<file path="config.mk">
export PLATFORM = sky130hd
export DESIGN_NAME = sync_fifo
export DESIGN_NICKNAME = d
export VERILOG_FILES = /design/src/rtl/sync_fifo.sv
export SDC_FILE = /design/constraint.sdc
export NUM_CORES = 1
export LEC_CHECK = 0
export CORE_MARGIN = 3
export CORE_UTILIZATION = 50
export CTS_CLUSTER_DIAMETER = 150
export DETAILED_ROUTE_END_ITERATION = 16
export GPL_TIMING_DRIVEN = 0
export PLACE_DENSITY = 0.74
export SLEW_MARGIN = 0
export SYNTH_ARGS = -nofsm -noshare
export SYNTH_HDL_FRONTEND = slang
export SYNTH_SLANG_ARGS = --single-unit
</file>
<file path="constraint.sdc">
create_clock -name sCLK -period 2.11 [get_ports sCLK]
set_input_delay 0.3165 -clock sCLK [delete_from_list [all_inputs] [get_ports sCLK]]
set_output_delay 0.3165 -clock sCLK [all_outputs]
set_load 0.005 [all_outputs]
</file>
<file path="src/rtl/sync_fifo.sv">
// sync_fifo -- single-clock first-word-fall-through FIFO.
//
// A circular buffer of `depth` words with write pointer, read pointer and
// occupancy count. The full/empty flags are registered and track the count
// after each edge. The head word is presented combinationally on dD_OUT.
//
// Ports
//   sCLK     in   1          clock; every state update on its rising edge
//   sRST     in   1          asynchronous active-high reset
//   dCLK     in   1          kept for port compatibility, not used inside
//   sENQ     in   1          enqueue request (accepted when sFULL_N=1)
//   sD_IN    in   dataWidth  write data
//   sFULL_N  out  1          high while at least one entry is free
//   dDEQ     in   1          dequeue request (accepted when dEMPTY_N=1)
//   dD_OUT   out  dataWidth  head word, valid while dEMPTY_N=1
//   dEMPTY_N out  1          high while at least one entry holds data
`timescale 1ns/1ps
module sync_fifo #(
   parameter int dataWidth = 11,
   parameter int depth     = 4,   // power of two, >= 2
   parameter int indxWidth = 2    // log2(depth)
) (
   input  logic                 sCLK,
   input  logic                 sRST,
   input  logic                 dCLK,
   input  logic                 sENQ,
   input  logic [dataWidth-1:0] sD_IN,
   output logic                 sFULL_N,
   input  logic                 dDEQ,
   output logic [dataWidth-1:0] dD_OUT,
   output logic                 dEMPTY_N
);

   localparam logic [indxWidth:0]   C_FULL_CNT = (indxWidth+1)'(depth);
   localparam logic [indxWidth:0]   C_CNT_ONE  = (indxWidth+1)'(1);
   localparam logic [indxWidth-1:0] C_PTR_ONE  = indxWidth'(1);

   logic [dataWidth-1:0] r_mem [depth];
   logic [indxWidth-1:0] r_wptr;
   logic [indxWidth-1:0] r_rptr;
   logic [indxWidth:0]   r_count;
   logic                 r_full_n;
   logic                 r_empty_n;

   logic [indxWidth:0]   w_count_nxt;
   logic                 w_enq_acc;
   logic                 w_deq_acc;
   logic                 w_unused_dclk;

   assign w_unused_dclk = dCLK;

   // The registered flags gate acceptance, so a full FIFO drops the write
   // and an empty FIFO ignores the read even when both are requested.
   assign w_enq_acc = sENQ & r_full_n;
   assign w_deq_acc = dDEQ & r_empty_n;

   always_comb begin
      w_count_nxt = r_count;
      case ({w_enq_acc, w_deq_acc})
         2'b10:   w_count_nxt = r_count + C_CNT_ONE;
         2'b01:   w_count_nxt = r_count - C_CNT_ONE;
         default: w_count_nxt = r_count;
      endcase
   end

   // Control state: pointers wrap naturally because depth is a power of two.
   // Flags are computed from the next count so they reflect the post-edge
   // occupancy; after reset release the first edge raises sFULL_N.
   always_ff @(posedge sCLK or posedge sRST) begin
      if (sRST) begin
         r_wptr    <= '0;
         r_rptr    <= '0;
         r_count   <= '0;
         r_full_n  <= 1'b0;
         r_empty_n <= 1'b0;
      end else begin
         if (w_enq_acc) r_wptr <= r_wptr + C_PTR_ONE;
         if (w_deq_acc) r_rptr <= r_rptr + C_PTR_ONE;
         r_count   <= w_count_nxt;
         r_full_n  <= (w_count_nxt != C_FULL_CNT);
         r_empty_n <= (w_count_nxt != '0);
      end
   end

   // Storage is deliberately not reset; r_full_n is low during reset so no
   // write can land while sRST is asserted.
   always_ff @(posedge sCLK) begin
      if (w_enq_acc) r_mem[r_wptr] <= sD_IN;
   end

   assign dD_OUT   = r_mem[r_rptr];
   assign sFULL_N  = r_full_n;
   assign dEMPTY_N = r_empty_n;

endmodule

</file>
Word level (Yosys, flattened, before mapping)
Memory sizes are Yosys's and may differ from the RTL's.
Index checks and enable logic that the tools add are counted.
{ "word_totals": {"reg_bits": 9, "latchBits": 0, "ramBits": 44, "rom_bits": 0, "inputBits": 16, "out_inout_bits": 13, "elab_cells": 19, "memories": 1} }
{ "memory_table": {"columns": ["memory", "depth", "width", "rd", "rd_clocked_by_memory_dff", "write_ports", "line_no", "source"], "rows": [
  ["r_mem", 4, 11, 1, 0, 1, "38", "logic [dataWidth-1:0] r_mem [depth];"]
]} }
{ "classes": {"addsub": 4, "n_mul": 0, "n_div": 0, "magnitude_cmp": 0, "eq_ne": 3, "n_shift": 0, "n_mux": 3, "bitwise_logic": 2, "reduce_logical": 1} }
{ "ops": {"columns": ["cell", "n"], "rows": [
  ["one-hot mux 3 bit (2 select lines)", 1],
  ["adder 2 x 1 -> 2 bit, second input constant", 2],
  ["adder 3 x 1 -> 3 bit, second input constant", 1],
  ["inequality test 3 bit, second input constant", 1],
  ["nonzero test 3 bit", 1],
  ["subtractor 3 x 1 -> 3 bit, second input constant", 1],
  ["AND 1 bit", 2],
  ["== test 2 x 1 -> 1 bit, second input constant", 1],
  ["== test 2 bit, second input constant", 1],
  ["two-way mux 1 bit", 2]
]} }

Longest topological paths before layout
Gate-level depths: netlist (run 1).
{ "depth": {"word_depth": 4, "mapped_depth": 6, "mapped_depth_nobuf": 6} }

Worst setup path after synthesis (run 1)
OpenSTA, ideal clock, no wires.
{ "synth_timing": {"path_type": "flip-flop to flip-flop", "from": "register r_empty_n, in the netlist dEMPTY_N", "to": "register r_empty_n, in the netlist dEMPTY_N", "setup_ps": 142, "arrival_ps": 1597, "required_time_ps": 1968, "setup_slack_ps": 370, "path_stages_with_launch": 7, "path_buffers": 0, "period_less_slack_ps": 1740, "cell_sequence": "dfrtp_1 and2_1 ha_1 fa_1 xnor2_1 o21ai_0 o221ai_1"} }
{ "synth_between": {"elab_chain_len": 4, "word_cells_on_any_way": 5, "classes_between": "eq/ne (2); mux (1); bitwise (1); reduce/logical (1)"} }
{ "synth_lines": {"columns": ["item", "line_no", "source"], "rows": [
  ["from (decl)", "43", "logic r_empty_n;"],
  ["from (signal assigned)", "81", "r_empty_n <= (w_count_nxt != '0);"],
  ["AND 1 bit (*)", "55", "assign w_deq_acc = dDEQ & r_empty_n;"],
  ["== test 2 x 1 -> 1 bit or == test 2 bit (tied branches)", "59", "case ({w_enq_acc, w_deq_acc})"],
  ["one-hot mux 3 bit (2 select lines) (*)", "59", null],
  ["nonzero test 3 bit (*)", "81", null]
]} }
Mark *: on every way between the ends. The rest lies on a longest branch, timed or not.
A chain may end at the register's enable or synchronous reset.

Worst setup path after layout (run 1)
{ "layout_timing": {"from": "register r_rptr[0]", "to": "output dD_OUT[4]"} }
{ "layout_between": {"elab_chain_len": 1} }
{ "layout_lines": {"columns": ["item", "line_no", "source"], "rows": [
  ["from (decl)", "40", "logic [indxWidth-1:0] r_rptr;"],
  ["from (signal assigned)", "78", "if (w_deq_acc) r_rptr <= r_rptr + C_PTR_ONE;"],
  ["memory (4 x 11 bit)", null, null],
  ["to (decl)", "30", "output logic [dataWidth-1:0] dD_OUT,"]
]} }
Every way passes these cells.

==> out/summary.txt, run 1 <==
CTS tree = yes
vias in the first global route = 1,086
Num CTS Buffers = 5
post-synthesis sequential area ratio = 0.742
Layout Cells excl Fill = 189
Congestion Overflow GR = 0
Final Setup Violations = 0
Peak VDD IR = 0.752 mV
r2r worst-path depth = 6
Area Overhead vs Synth = 24.1%
Final Hold Viols = 0
Starting DRT DRC Count = 70
row cnt = 22
worst hold margin = 0.267 ns
initial antenna violation count = 0
# DRC = 0
Critical Path End = dD_OUT[4]
FF-to-FF setup slack = 0.26 ns
end of the worst register-to-register path = dEMPTY_N
DRT antenna net count = 0
Vias = 1,027
clock buffer depth = 2
CP Max Fanout = 8
clk_lat worst skew = 0.30 ns
NumNets Final = 162
Pwr Total = 3290 uW
worst reg2reg path startpoint = sFULL_N
Root Buffer = clkbuf_8
layout cells sized above 1 = 0.234
Synthesized Nets = 120
full die area = 4980 sq um
Fillers = 259
Yosys cell types = 21
status = finished, final reports clean
GRT Overall Usage = 0.154
flops & latches, synth = 53
Hold Path Class = input pin to asynchronous set/reset pin
Die H = 70.6 um
total core area = 3830 sq um
Final Worst Setup Slack = 0.0708 ns
starting density of the core = 0.545
PD cells = 1270 nW/um^2
Static Leakage = 0.000952 uW
DR pass1 iterations = 4
Post-Syn Area = 2080 sq um
Slew Limit Fails = 0
drt wl/cell = 18.4 um
Routed WL = 3.47 mm
Synth top area share = 0.634
Worst-Margin Slew = 0.609 ns
Final Util = 0.676
Period minus WS final = 2.04 ns
RD Place Congestion = 0.691
Post-Syn Area per Cell = 21.3 sq um
number of H-tree levels = 2
first-pass GRT wire length = 5.71 mm
Sink Count = 53
dpl cells = 173
largest net degree at the start of global routing = 18
crit path DAT = 1.72 ns
fmax = 490 MHz
I/O pin count = 29
Final Cycle Share = 0.966
Hold Buf Count CTS = 0
vias per cell = 5.43
CTS clock-pin slew for the worst setup and hold paths = 0.09 ns
max-cap violations = 0
WS Path Type = flop to output pin
largest cells by area after synthesis = edfxtp_1 63%, dfrtp_1 11%, mux4_2 8.6%, mux4_1 3.8%, ha_1 3.0%
Buffers on Ports = 27
max_slew headroom = 0.594
die width = 70.6 um
CP required = 1.79 ns
Mapped Cells = 98
Critical Path Start = r_rptr[0]
Place WS = -0.264 ns
Max Clock Skew = 0.00710 ns
yosys warns = 0
hpwl dp = 2.21 mm
Critical Path End Type = output pin
Ant. Diodes = 0
post-synth top area cell = edfxtp_1
startpoint types = flop
[Yosys cell counts (all sizes together)]
| cell type | instances |
|---|---|
| xor2 | 1 |
| a21oi | 1 |
| ha | 5 |
| o21ai | 2 |
| edfxtp | 44 |
| nand2 | 2 |
| or2 | 1 |
| xnor2 | 5 |
| and2 | 1 |
| and3 | 4 |
| inv | 3 |
| nor3b | 2 |
| nor4bb | 1 |
| fa | 1 |
| mux2 | 2 |
| mux4 | 11 |
| buf | 2 |
| dfrtp | 9 |
| o221ai | 1 |
[power breakdown]
part	switching (uW)	total (uW)	internal [uW]
logic	497	1210	716
registers	125	1520	1400
clock network	323	559	236
total	946	3290	2350
[through the flow]
stage               cell area, sq um  TNS [ns]
floorplan                       2080         0
global placement                2410    -0.435
detailed placement              2410    -0.728
CTS                             2530         0
global route                    2590  -0.00114
finish                          2590         0
[cells by family (layout without fill, tap and decap cells)]
family	after synthesis	in the layout	synth area share
flops	53	53	0.742
compound gates	4	4	0.0114
fa+ha+maj	6	6	0.0396
simple gates	11	11	0.0336
buf+inv	5	48	0.0132
mux	13	13	0.135
xor+xnor	6	6	0.0252
[worst min-delay path by stage]
stage	startpoint	end	slack (ns)	cells past startpoint
final	sRST	r_count[1]	0.27	2
after global routing	sRST	dEMPTY_N	0.30	2
after CTS	sRST	r_count[1]	0.27	2
after detailed placement	r_wptr[0]	r_wptr[0]	0.55	1
after global placement	r_wptr[0]	r_wptr[0]	0.53	1
after floorplan	sRST	dEMPTY_N	0.14	1
[flip-flops by register name, summed over array words and instances, names as in the netlist]
signal / flops
dEMPTY_N: 1
r_count: 3
r_mem: 44
r_rptr: 2
r_wptr: 2
sFULL_N: 1
[cells in the final DEF, fill, tap and decap left out, types with 2 or more instances in the layout]
master,count
edfxtp_1,44
nand2_1,2
mux4_2,8
inv_1,3
clkdlybuf4s50_1,16
and3_1,4
xnor2_1,4
dlymetal6s2s_1,2
clkbuf_8,5
buf_4,8
ha_1,4
mux4_1,3
mux2_2,2
dfrtp_1,8
dlygate4sd2_1,8
[what timing repair did]
item / 4_1_cts / 5_1_grt
pin swaps: 0 / 1
setup endpoints to repair: 11 / 9
buffers inserted: 4 / 4
gates resized for setup: 12 / 8
[routing by layer]
metal  share of wire  up-vias  GRT usage
met5               0        -          0
met4           0.014        0     0.0501
met3           0.064        5     0.0469
met2            0.52       28      0.256
met1            0.40      520      0.195
li1                -      474          -
[critical path: stages, from the launching register on]
cell	delay, ns
dfrtp_2	0.41
buf_12	0.13
buf_4	0.12
mux4_2	0.48
dlygate4sd2_1	0.28
[final cells by class]
type | count | area (sq um) | share of cell area
inverter | 3 | 11.3 | 0.00435
clock buffer | 5 | 68.8 | 0.0266
clock inverter | 3 | 21.3 | 0.00822
tap | 48 | 60.1 | 0.0232
buffer | 2 | 27.5 | 0.0106
multi-input combinational | 40 | 526 | 0.203
sequential | 53 | 1550 | 0.598
timing repair buffer | 35 | 325 | 0.126
Note: power is estimated with default switching activity, not from simulation.
==> run 2, diff against run 1 <==
--- a/config.mk
+++ b/config.mk
@@ -5,6 +5,7 @@
 export SDC_FILE = /design/constraint.sdc
 export NUM_CORES = 1
 export LEC_CHECK = 0
+export ABC_CLOCK_PERIOD_IN_PS = 2110
 export CORE_MARGIN = 3
 export CORE_UTILIZATION = 50
 export CTS_CLUSTER_DIAMETER = 150
==> results of run 2 <==
The final DEF is identical to that of run 1; final timing and power are the same.
==> run 3, diff against run 2 <==
--- a/config.mk
+++ b/config.mk
@@ -6,8 +6,10 @@
 export NUM_CORES = 1
 export LEC_CHECK = 0
 export ABC_CLOCK_PERIOD_IN_PS = 2110
+export CAP_MARGIN = 10
 export CORE_MARGIN = 3
 export CORE_UTILIZATION = 50
+export CTS_BUF_LIST = sky130_fd_sc_hd__clkbuf_4 sky130_fd_sc_hd__clkbuf_8
 export CTS_CLUSTER_DIAMETER = 150
 export DETAILED_ROUTE_END_ITERATION = 16
 export GPL_TIMING_DRIVEN = 0
==> results of run 3 <==
The final DEF is identical to that of run 1; final timing and power are the same.
